`src/rtl/fade_pkg.sv`:
```
// Shared types and helpers for the hsv_fade_n LED fade controller.
package fade_pkg;

  typedef enum logic [1:0] {
    MODE_HSV     = 2'd0,
    MODE_BREATHE = 2'd1,
    MODE_STATIC  = 2'd2,
    MODE_OFF     = 2'd3
  } mode_t;

  localparam int NUM_SEG = 6;

  // Brightness level for a channel in local segment ls: rise, hold high (two segments), fall, hold low.
  function automatic int unsigned seg_level(input int unsigned ls,
                                            input int unsigned step,
                                            input int unsigned steps);
    case (ls)
      0:       seg_level = step;
      1, 2:    seg_level = steps;
      3:       seg_level = steps - step;
      default: seg_level = 0;
    endcase
  endfunction

endpackage

```
`src/rtl/pwm_ch.sv`:
```
// One PWM output channel: duty register, compare against the shared counter, polarity output register.
// Define HSV_FADE_SYNC_EN to defer duty changes to the start of the next PWM period.
module pwm_ch #(
  parameter int DW           = 4,
  parameter int PWM_INTERVAL = 8,
  parameter bit ACTIVE_LOW   = 1'b1
) (
  input  logic          clk,
  input  logic          rst,
  input  logic [DW-1:0] cnt,
  input  logic [DW-1:0] duty_in,
  output logic          led
);

  logic [DW-1:0] duty_reg;
  logic [DW-1:0] eff_duty;

  always_ff @(posedge clk or posedge rst) begin
    if (rst) duty_reg <= '0;
    else     duty_reg <= duty_in;
  end

`ifdef HSV_FADE_SYNC_EN
  logic [DW-1:0] eff_reg;

  // Latch on the last count of a period so the new duty starts cleanly at cnt=0.
  always_ff @(posedge clk or posedge rst) begin
    if (rst)                                  eff_reg <= '0;
    else if (cnt == DW'(PWM_INTERVAL - 1))    eff_reg <= duty_reg;
  end

  assign eff_duty = eff_reg;
`else
  assign eff_duty = duty_reg;
`endif

  always_ff @(posedge clk or posedge rst) begin
    if (rst) led <= ACTIVE_LOW;
    else     led <= (cnt < eff_duty) ^ ACTIVE_LOW;
  end

endmodule

```
`src/rtl/hsv_fade_n.sv`:
```
// N-channel fade controller: step sequencer (HSV / breathe / static / off) feeding a shared-counter PWM bank.
// Optional HSV_FADE_SYNC_EN makes each channel apply new duties only at PWM period boundaries.
module hsv_fade_n
  import fade_pkg::*;
#(
  parameter int N_CH          = 3,
  parameter int PWM_INTERVAL  = 1200,
  parameter int STEPS         = 200,
  parameter int STEP_INTERVAL = 10000,
  parameter bit ACTIVE_LOW    = 1'b1,
  localparam int DW           = $clog2(PWM_INTERVAL + 1)
) (
  input  logic               clk,
  input  logic               rst,
  input  logic               en,
  input  logic [1:0]         mode,
  input  logic [N_CH*DW-1:0] static_duty,
  output logic [N_CH-1:0]    led_out,
  output logic [2:0]         seg,
  output logic               step_tick
);

  localparam int PSW   = (STEP_INTERVAL > 1) ? $clog2(STEP_INTERVAL) : 1;
  localparam int SW    = (STEPS > 1) ? $clog2(STEPS) : 1;
  localparam int RATIO = PWM_INTERVAL / STEPS;

  mode_t          mode_in;
  mode_t          mode_reg;
  logic [PSW-1:0] presc_reg;
  logic [SW-1:0]  step_reg;
  logic [2:0]     seg_reg;
  logic [2:0]     seg_next;
  logic           tick_reg;
  logic [DW-1:0]  cnt_reg;

  assign mode_in = mode_t'(mode);

  always_comb begin
    seg_next = 3'd0;
    case (mode_reg)
      MODE_HSV:     seg_next = (seg_reg == 3'(NUM_SEG - 1)) ? 3'd0 : seg_reg + 3'd1;
      MODE_BREATHE: seg_next = (seg_reg == 3'd0) ? 3'd1 : 3'd0;
      default:      seg_next = 3'd0;
    endcase
  end

  // A mode change takes priority over any step wrap on the same edge.
  always_ff @(posedge clk or posedge rst) begin
    if (rst) begin
      mode_reg  <= MODE_HSV;
      presc_reg <= '0;
      step_reg  <= '0;
      seg_reg   <= '0;
      tick_reg  <= 1'b0;
    end else begin
      mode_reg <= mode_in;
      tick_reg <= 1'b0;
      if (mode_in != mode_reg) begin
        presc_reg <= '0;
        step_reg  <= '0;
        seg_reg   <= '0;
      end else if (en) begin
        if (presc_reg == PSW'(STEP_INTERVAL - 1)) begin
          presc_reg <= '0;
          tick_reg  <= 1'b1;
          if (step_reg == SW'(STEPS - 1)) begin
            step_reg <= '0;
            seg_reg  <= seg_next;
          end else begin
            step_reg <= step_reg + SW'(1);
          end
        end else begin
          presc_reg <= presc_reg + PSW'(1);
        end
      end
    end
  end

  always_ff @(posedge clk or posedge rst) begin
    if (rst)                                   cnt_reg <= '0;
    else if (cnt_reg == DW'(PWM_INTERVAL - 1)) cnt_reg <= '0;
    else                                       cnt_reg <= cnt_reg + DW'(1);
  end

  assign seg       = seg_reg;
  assign step_tick = tick_reg;

  for (genvar gi = 0; gi < N_CH; gi++) begin : g_ch
    // Channels are spread two segments apart around the hue wheel.
    localparam int OFS = (2 * gi) % NUM_SEG;

    logic [2:0]    ls;
    logic [DW-1:0] static_clamped;
    logic [DW-1:0] duty_next;

    assign ls = 3'((32'(seg_reg) + NUM_SEG - OFS) % NUM_SEG);
    assign static_clamped = (static_duty[gi*DW +: DW] > DW'(PWM_INTERVAL)) ?
                            DW'(PWM_INTERVAL) : static_duty[gi*DW +: DW];

    always_comb begin
      duty_next = '0;
      case (mode_reg)
        MODE_HSV:
          duty_next = DW'(seg_level(32'(ls), 32'(step_reg), STEPS) * RATIO);
        MODE_BREATHE:
          duty_next = DW'(seg_level((seg_reg == 3'd0) ? 32'd0 : 32'd3, 32'(step_reg), STEPS) * RATIO);
        MODE_STATIC:
          duty_next = static_clamped;
        default:
          duty_next = '0;
      endcase
    end

    pwm_ch #(
      .DW           (DW),
      .PWM_INTERVAL (PWM_INTERVAL),
      .ACTIVE_LOW   (ACTIVE_LOW)
    ) u_ch (
      .clk     (clk),
      .rst     (rst),
      .cnt     (cnt_reg),
      .duty_in (duty_next),
      .led     (led_out[gi])
    );
  end

endmodule
```
`config.mk`:
```
export PLATFORM = sky130hd
export DESIGN_NAME = hsv_fade_n
export DESIGN_NICKNAME = d
export VERILOG_FILES = /design/src/rtl/fade_pkg.sv /design/src/rtl/pwm_ch.sv /design/src/rtl/hsv_fade_n.sv
export SDC_FILE = /design/constraint.sdc
export NUM_CORES = 1
export LEC_CHECK = 0
export BUFFER_PORTS_ARGS = -buffer_cell sky130_fd_sc_hd__buf_4
export CAP_MARGIN = 15
export CORE_AREA = 5 5 121 123
export DETAILED_ROUTE_END_ITERATION = 12
export DIE_AREA = 0 0 126 128
export MAX_ROUTING_LAYER = met4
export PLACE_DENSITY = 0.78
export SETUP_SLACK_MARGIN = 0.4
export SYNTH_ARGS = -nofsm -noshare
export SYNTH_HDL_FRONTEND = slang
export SYNTH_SLANG_ARGS = --single-unit
```
`constraint.sdc`:
```
create_clock -name clk -period 9.3 [get_ports clk]
set_clock_uncertainty 0.05 [all_clocks]
set_input_delay 0 -clock clk [delete_from_list [all_inputs] [get_ports clk]]
set_output_delay 0 -clock clk [all_outputs]
set_load 0.02 [all_outputs]
```
==> impl_metrics.toml <==
[layout]
drive_gt1_share_pct = 11.62
num_antenna_cells = 0
area_delta_synth_final_pct = 18.05
fillers = 1232
final_common_cell = "ha_1"
layout_common_cells = "ha_1, nor2_1, dfrtp_1, nand2_1"
largest_reg_flops = 33
fin_nets = 966

[timing]
finalWorstSetupSlack_ns = 4.418
rsz0062_at_grt = "no"
finalCriticalPeriod_ns = 4.882
finalSetupViolations = 0
worst_slew_pin_slew_ns = 0.9401
maxSlewHeadroom_pct = 37.33
finalCritPeriodShare_pct = 52.49
holdWs_ns = 0.05816
maxSlewViolCount = 0
fmax_ghz = 0.2048
finalHoldViolCount = 0
tns_ns = 0

[placement]
place_congestion = 0.9580
portBuffers = 44
pre_cts_slack_ns = 4.473
dp_hpwl_um = 13330

[clock_tree]
cts_buffers = 9
cts_tree = "yes"
clockBufferDepth = 2
cts-htree-levels = 3
root_buffer = "clkbuf_16"
worstSkewPairLatency_ns = 0.35
cts_sinks = 75
clk_pin_slew_ns = 0.06
postCtsSetupBuffers = 0

[grt]
antenna_found_initial = 0
grt_max_degree = 76
grt_usage_pct = 22.87
grt_pass1_vias = 5802
gr-total-overflow = 0
grt_pass1_wl_um = 29140

[setup_path]
slowest_delay_ns = 0.68
crit_path_start_kind = "flop"
cp_data_arrival_time_ns = 5.06
r2r-start = "seg[1]"
startpoint = "seg[1]"
worstPathRequired_ns = 9.48
crit_slowest_cell = "dfrtp_1"
rr_worst_depth = 16
crit_chain = "inv_1, ha_1, nand2_1, o21ai_1, nor4_1, nor3_2, a22oi_1, nor2_1, ha_1, fa_1, a21o_1, a21oi_1, nor2b_1, or3_1, a31oi_1, o211ai_1"
r2r-end = "g_ch[2].u_ch.duty_reg[10]"
crit_type = "flop to flop"
r2r_slack_ns = 4.42
critPathCaptureType = "flop"
crit_fanout = 16
cp_common_cell = "ha_1"

[synth]
ys_types = 72
synth_edf_count = 0
synth_nets = 898
async_reset_ff_share_pct = 100.0
synth.area.top_cells = "dfrtp_1, ha_1, xor2_1"
synth-seq-cells = 75
ys_seq_area_share_pct = 28.58
synth_top_cell_by_area = "dfrtp_1"
yosysTopAreaCellShare_pct = 27.38
syn_avg_cell_area_um2 = 8.447
yosysWarnings = 0
syn_inst = 779
ys.flop_type = "dfrtp_1"
syn-cell-area_um2 = 6580

[pwr]
power.total_uw = 983.1
peakVddDrop_uv = 87.12
power.leakage_nw = 3.650
p_per_area_nw_per_um2 = 126.6

[detailed_routing]
drt-total-wl_um = 17760
routed_via_density = 5.800
vias = 5986
drt_pass1_iterations = 5
wl_per_cell_um = 17.21
final_antenna_net_count = 0
drc = 0
initialDrtViolationCount = 510

[min_path]
min_path_cells = 4
holdPathEnd = "g_ch[1].u_ch.duty_reg[6]"
hold_path.class = "input pin to flop"
hold_start = "static_duty[17]"

[floorplanning]
num_rows = 43
die-area_um2 = 16130
core_area_um2 = 13560
initial_utilization_pct = 48.53
pin_count = 45
die_height_um = 128
die_width_um = 126

[outcome]
status = "finished, final reports clean"

[job]
cap_violations = 0
==> power by group <==
group | total, mW | internal (mW) | switching, mW | leakage [nW]
Combinational | 0.210 | 0.0896 | 0.120 | 2.49
Clock | 0.415 | 0.271 | 0.143 | 0.171
Sequential | 0.359 | 0.347 | 0.0121 | 0.992
Total | 0.983 | 0.708 | 0.275 | 3.65
==> through the flow <==
stage | area [um^2] | utilization [%] | cells
after floorplan | 6580 | - | 779
after global placement | 7027 | 51.83 | 977
after detailed placement | 7027 | 51.83 | 977
after CTS | 7757 | 57.22 | 1031
after global routing | 7767 | 57.29 | 1032
final | 7767 | 57.29 | 1032
==> worst max-delay path: cells and delay by family, from the launching register on <==
kind                     cells  cell delay (ns)
AO/OA/AOI/OAI                6             0.99
adder cells (fa/ha/maj)      3             1.23
buffers and inverters        1             0.27
flip-flops                   1             0.68
AND/OR/NAND/NOR              6             1.51
==> layer usage <==
layer  share of wire [%]  GRT usage (%)  up-vias
li1                    -              -     2915
met1                  43          28.86     2823
met2                  47          36.09      203
met3                 5.5          3.917       45
met4                 4.2          10.47        0
met5                   0              -        -
==> repair_timing <==
action                     in CTS  in global routing
hold endpoints to repair      109                  1
hold buffers                   38                  1
gates resized for setup         0                  0
setup endpoints to repair       0                  0
==> synth_stat cells (11+ instances only) <==
| library cell | number |
|---|---|
| a21oi_1 | 44 |
| o211ai_1 | 11 |
| xnor2_1 | 17 |
| nand2_1 | 62 |
| inv_1 | 50 |
| nor2b_1 | 14 |
| xor2_1 | 33 |
| nand2b_1 | 14 |
| dfrtp_1 | 72 |
| o21ai_0 | 41 |
| and3_1 | 13 |
| ha_1 | 77 |
| nand3_1 | 23 |
| o22ai_1 | 12 |
| a21o_1 | 17 |
| nor2_1 | 75 |
| nor3_1 | 22 |
| clkbuf_1 | 20 |
==> area by class of cell <==
type                       instances  area [um^2]  share of cell area (%)
sequential                        75         1881                   24.21
inverter                          51        191.4                   2.465
clock inverter                     5        107.6                   1.385
multi-input combinational        622         4362                   56.15
timing repair buffer              88        758.2                   9.762
clock buffer                      11        242.7                   3.125
tap                              180        225.2                   2.899
==> cells by family after synthesis <==
| kind of cell | after synthesis | synth area share, % |
|---|---|---|
| buffers and inverters | 82 | 5.134 |
| muxes | 9 | 1.426 |
| xor gates and xnor gates | 50 | 6.655 |
| DFF | 75 | 28.58 |
| adders and majority gates | 81 | 15.86 |
| AOI/OAI and AO/OA | 209 | 21.58 |
| and+or+nand+nor | 273 | 20.76 |
==> how the worst max path moves through the flow <==
stage,depth (start not counted),to
2_1_floorplan,17,g_ch[1].u_ch.duty_reg[9]
3_3_place_gp,18,g_ch[1].u_ch.duty_reg[10]
3_5_place_dp,16,g_ch[2].u_ch.duty_reg[10]
4_1_cts,14,g_ch[2].u_ch.duty_reg[9]
5_1_grt,15,g_ch[2].u_ch.duty_reg[9]
6_report,16,g_ch[2].u_ch.duty_reg[10]
Power figures use the tool's default switching activity.
